$ cat src/rtl/gcd_stream.sv
// gcd_stream: binary (Stein) GCD engine with valid/ready handshakes on both sides.
// Each job is accepted only while idle. The result and its latency are held
// until the consumer takes them.
module gcd_stream #(
  parameter int BYTES = 2,
  parameter int CW    = 8
) (
  input  logic                 clk,
  input  logic                 rst,
  input  logic                 in_valid,
  output logic                 in_ready,
  input  logic [8*BYTES-1:0]   a,
  input  logic [8*BYTES-1:0]   b,
  output logic                 out_valid,
  input  logic                 out_ready,
  output logic [8*BYTES-1:0]   o,
  output logic [CW-1:0]        cycles
);

  localparam int W  = 8 * BYTES;
  localparam int KW = $clog2(W);

  typedef enum logic [2:0] {
    S_IDLE,
    S_STRIP,
    S_REDUCE,
    S_FIXUP,
    S_DONE
  } state_t;

  state_t          state;
  state_t          state_nx;

  logic [W-1:0]    ra;
  logic [W-1:0]    rb;
  logic [KW-1:0]   k;
  logic [W-1:0]    res;
  logic [CW-1:0]   cnt;

  logic            accept;
  logic            zero_op;
  logic            both_even;
  logic            odd_equal;

  // Latency counter stops at all-ones instead of wrapping
  function automatic logic [CW-1:0] sat_inc(input logic [CW-1:0] v);
    return (&v) ? v : v + 1'b1;
  endfunction

  assign in_ready  = (state == S_IDLE);
  assign accept    = in_valid && in_ready;
  assign zero_op   = (a == '0) || (b == '0);
  assign both_even = !ra[0] && !rb[0];
  assign odd_equal = ra[0] && rb[0] && (ra == rb);

  // State register
  always_ff @(posedge clk or posedge rst) begin
    if (rst) begin
      state <= S_IDLE;
    end else begin
      state <= state_nx;
    end
  end

  // Next-state logic: strip common twos, reduce odd pair, shift back, then hold
  always_comb begin
    state_nx = state;
    case (state)
      S_IDLE: begin
        if (accept) begin
          state_nx = zero_op ? S_DONE : S_STRIP;
        end
      end
      S_STRIP: begin
        if (!both_even) begin
          state_nx = S_REDUCE;
        end
      end
      S_REDUCE: begin
        if (odd_equal) begin
          state_nx = S_FIXUP;
        end
      end
      S_FIXUP: begin
        state_nx = S_DONE;
      end
      S_DONE: begin
        if (out_valid && out_ready) begin
          state_nx = S_IDLE;
        end
      end
      default: begin
        state_nx = S_IDLE;
      end
    endcase
  end

  // Working registers: one Stein step per cycle, latency counted until DONE entry
  always_ff @(posedge clk or posedge rst) begin
    if (rst) begin
      ra  <= '0;
      rb  <= '0;
      k   <= '0;
      res <= '0;
      cnt <= '0;
    end else begin
      case (state)
        S_IDLE: begin
          if (accept) begin
            ra  <= a;
            rb  <= b;
            k   <= '0;
            cnt <= {{(CW-1){1'b0}}, 1'b1};
            // Zero-operand jobs finish here: gcd(x,0)=x, gcd(0,0)=0
            res <= a | b;
          end
        end
        S_STRIP: begin
          cnt <= sat_inc(cnt);
          if (both_even) begin
            ra <= ra >> 1;
            rb <= rb >> 1;
            k  <= k + 1'b1;
          end
        end
        S_REDUCE: begin
          cnt <= sat_inc(cnt);
          if (!ra[0]) begin
            ra <= ra >> 1;
          end else if (!rb[0]) begin
            rb <= rb >> 1;
          end else if (ra == rb) begin
            ra <= ra;
          end else if (ra > rb) begin
            // Both odd, so the difference is even and the shift is exact
            ra <= (ra - rb) >> 1;
          end else begin
            rb <= (rb - ra) >> 1;
          end
        end
        S_FIXUP: begin
          cnt <= sat_inc(cnt);
          // k never exceeds W-1, so the shifted value always fits
          res <= ra << k;
        end
        default: begin
          ra <= ra;
        end
      endcase
    end
  end

  // Output holding register: loads one cycle after DONE entry, clears on handshake
  always_ff @(posedge clk or posedge rst) begin
    if (rst) begin
      out_valid <= 1'b0;
      o         <= '0;
      cycles    <= '0;
    end else if (state == S_DONE) begin
      if (!out_valid) begin
        out_valid <= 1'b1;
        o         <= res;
        cycles    <= cnt;
      end else if (out_ready) begin
        out_valid <= 1'b0;
      end
    end
  end

endmodule

$ cat config.mk
export PLATFORM = sky130hd
export DESIGN_NAME = gcd_stream
export DESIGN_NICKNAME = d
export VERILOG_FILES = /design/src/rtl/gcd_stream.sv
export SDC_FILE = /design/constraint.sdc
export NUM_CORES = 1
export LEC_CHECK = 0
export BUFFER_PORTS_ARGS = -buffer_cell sky130_fd_sc_hd__buf_2
export CAP_MARGIN = 40
export CELL_PAD_IN_SITES_DETAIL_PLACEMENT = 0
export CELL_PAD_IN_SITES_GLOBAL_PLACEMENT = 1
export CORE_MARGIN = 2
export CORE_UTILIZATION = 50
export DETAILED_ROUTE_END_ITERATION = 12
export GPL_ROUTABILITY_DRIVEN = 1
export PLACE_DENSITY_LB_ADDON = 0.1
export RECOVER_POWER = 100
export SYNTH_ARGS = -nofsm -noshare
export SYNTH_HDL_FRONTEND = slang
export SYNTH_SLANG_ARGS = --single-unit
export TNS_END_PERCENT = 100
$ cat constraint.sdc
create_clock -name clk -period 7.7 [get_ports clk]
set_clock_uncertainty 0.15 [all_clocks]
set_input_delay 0.77 -clock clk [delete_from_list [all_inputs] [get_ports clk]]
set_output_delay 0.77 -clock clk [all_outputs]
set_load 0.02 [all_outputs]
==> reports/qor.yml <==
run_status:
  status: "finished with violations"
  failed_checks: "capacitance limit, slew limit"
critical_path:
  r2r-start: "ra[12]$_DFFE_PP0P_"
  cp.arrival_ns: 4.36
  reg2reg_slack_ns: 3.58
  end_kind: "asynchronous set/reset pin"
  cp-start-kind: "input port"
  reg2reg_to: "rb[14]$_DFFE_PP0P_"
  critPathTopFamily: "buffers and inverters"
  worstPathRequired_ns: 7.35
  critPathSlowestCell: "clkbuf_1"
  path_cells: "buf_2, clkinvlp_2, clkbuf_1, clkbuf_1"
  r2r.worst_path.cells: 10
  critical_path_class: "in2async"
  slowest_delay_ns: 2.17
  critPathMaxFanout: 56
  cp_common_cell: "clkbuf_1"
  path_buf_inv: 4
placement:
  portBuffers: 61
  hpwl_um: 14400
  dp_cells: 916
  gp_congestion: 0.937
floorplanning:
  design.die.area_um2: 13900
  fp.coreArea_um2: 12600
  dieWidth_um: 118
  boundaryPins: 62
  start_util_pct: 51.3
  num_rows: 41
  die_h_um: 118
clocking:
  clock-sinks: 88
  numCtsBuffers: 9
  cts_hold_buf: 0
  tritoncts: "done"
  insertion_delay_ns: 0.35
  clkTransAtPathRegs_ns: 0.07
  clockRootBuffer: "clkbuf_16"
  cts_resized: 0
  cts_buffer_depth: 2
  htreeDepth: 3
  cts_setup_buffers: 0
logic_synthesis:
  synth_xor_area_share_pct: 2.97
  synth_adder_area_share_pct: 7.57
  netlist_area_um2: 6480
  synth_top_family_by_area: "compound AO/OA/AOI/OAI gates"
  ys_seq_area_share_pct: 34.0
  synthArstFlopShare_pct: 100
  synth_edf_count: 0
  syn_inst: 723
  ys.flop_type: "dfrtp_1"
  ys_ff_latch: 88
  ys_types: 70
  synth_fp_nets: 797
  synth_mux_area_share_pct: 10.9
  yosys_warnings: 0
  synth_compound_area_share_pct: 22.9
  synth_simple_gate_area_share_pct: 15.7
  avgSynthCellArea_um2: 8.96
sta:
  worst_slew_pin_slew_ns: 2.99
  fin_crit_ns: 4.71
  fmax_ghz: 0.212
  final_max_slew_viol_count: 57
  setup_tns_ns: 0
  period_share_pct: 61.1
  rsz0062_at_grt: "no"
  slew_headroom_pct: -99.1
  hold_violations: 0
  setup_violations: 0
global_route:
  grtUsageTotal_pct: 27.1
  antenna_found_initial: 0
  use_met3_pct: 3.39
  met2_usage_pct: 45.0
  grt_pass1_vias: 5461
  met1_usage_pct: 36.5
  grt_pass1_wl_um: 29900
  grt_max_degree: 57
  top_usage_layer: "met2"
  overflow: 0
finish:
  postLayoutCoreUtil_pct: 55.8
  drive_gt1_share_pct: 13.7
  layout_common_cells: "88 x dfrtp_1, 59 x o21ai_0, 55 x nand2_1"
  layout.nets: 829
  fin_cells: 932
  layout_commonest_cell: "dfrtp_1"
  syn_to_final_growth_pct: 8.59
  n_antenna_cell: 0
drt:
  drt-pass1-iter-count: 7
  post-route-drc-count: 0
  avgViaCountPerCell: 6.17
  wl_um: 18600
  post_drt_wl_per_cell_um: 20.0
  ant_nets: 0
  vias: 5750
  dr.first_iter.drc_count: 482
min_path:
  hold_path.class: "in2async"
run:
  cap_viol_max_count: 1
[synth_stat cells, drive strengths merged, types with 3 or more instances]
| library cell | instances | share of area [%] |
|---|---|---|
| o21ai | 60 | 4.6 |
| dfrtp | 88 | 34 |
| a22o | 4 | 0.54 |
| clkbuf | 25 | 1.4 |
| o31a | 6 | 0.81 |
| a21o | 10 | 1.2 |
| or4 | 3 | 0.35 |
| mux2 | 39 | 6.8 |
| a211oi | 6 | 0.77 |
| nand2b | 8 | 0.77 |
| o21bai | 4 | 0.46 |
| nor2b | 6 | 0.58 |
| a31oi | 5 | 0.48 |
| nand4 | 5 | 0.48 |
| o22ai | 3 | 0.29 |
| o22a | 3 | 0.41 |
| mux4 | 3 | 1.0 |
| o32ai | 9 | 1.2 |
| a21oi | 37 | 3.1 |
| inv | 44 | 2.5 |
| a311oi | 4 | 0.64 |
| nor2 | 54 | 3.1 |
| and3 | 9 | 0.87 |
| o21a | 11 | 1.3 |
| a222oi | 13 | 2.0 |
| nor4 | 11 | 1.1 |
| or3 | 7 | 0.68 |
| and2 | 6 | 0.58 |
| buf | 20 | 1.9 |
| or2 | 4 | 0.39 |
| xnor2 | 15 | 2.0 |
| nor3 | 18 | 1.4 |
| a21boi | 3 | 0.35 |
| nand2 | 55 | 3.2 |
| o31ai | 6 | 0.70 |
| xor2 | 7 | 0.95 |
| ha | 36 | 7.0 |
| a22oi | 12 | 1.4 |
| nand3 | 14 | 1.1 |
| mux2i | 20 | 3.1 |
| o211ai | 4 | 0.46 |
[state kept, by name (all words and copies together) (netlist names)]
name       count
out_valid      1
o             16
cycles         8
rb            16
res           16
k              4
ra            16
state          3
cnt            8
[per-stage QoR]
step | area [um2] | hold slack [ns] | setup WS, ns
3_5_place_dp | 6870 | 0.333 | 4.00
4_1_cts | 7150 | 0.195 | 3.98
3_3_place_gp | 6810 | 0.320 | 4.10
6_report | 7040 | 0.337 | 2.99
2_1_floorplan | 6480 | 0.309 | 4.50
5_1_grt | 7040 | 0.368 | 2.11
[layer usage]
layer / part of all wire, % / routed length [um]
met5: 0 / 0
met4: 1.9 / 349
met3: 6.0 / 1120
met2: 48 / 8990
met1: 44 / 8140
[how the worst max path moves through the flow]
stage,start,end,slack (ns),cells past startpoint
floorplan,rst,cnt[0]$_DFFE_PP0P_,4.50,1
global placement,ra[0]$_DFFE_PP0P_,ra[2]$_DFFE_PP0P_,4.10,10
detailed placement,ra[0]$_DFFE_PP0P_,ra[1]$_DFFE_PP0P_,4.00,10
CTS,ra[0]$_DFFE_PP0P_,ra[1]$_DFFE_PP0P_,3.98,10
global route,rst,res[7]$_DFFE_PP0P_,2.11,4
finish,rst,res[8]$_DFFE_PP0P_,2.99,4
[area by class of cell]
type                       count  area, um2
multi-input combinational    546       3880
sequential                    88       2200
clock inverter                 7       55.1
fill                        1221       5580
timing repair buffer          66        295
clock buffer                   9        225
tap                          172        215
inverter                      44        166
[logic make-up after synthesis]
family,Yosys count
buffers and inverters,89
multiplexers,62
XOR/XNOR,22
AND/OR/NAND/NOR,209
AO/OA/AOI/OAI,215
adder cells (fa/ha/maj),38
flip-flops,88
Power is left out: the tool's default activity adds up to more than one toggle a clock period on the data nets, which glitch-free logic cannot reach.
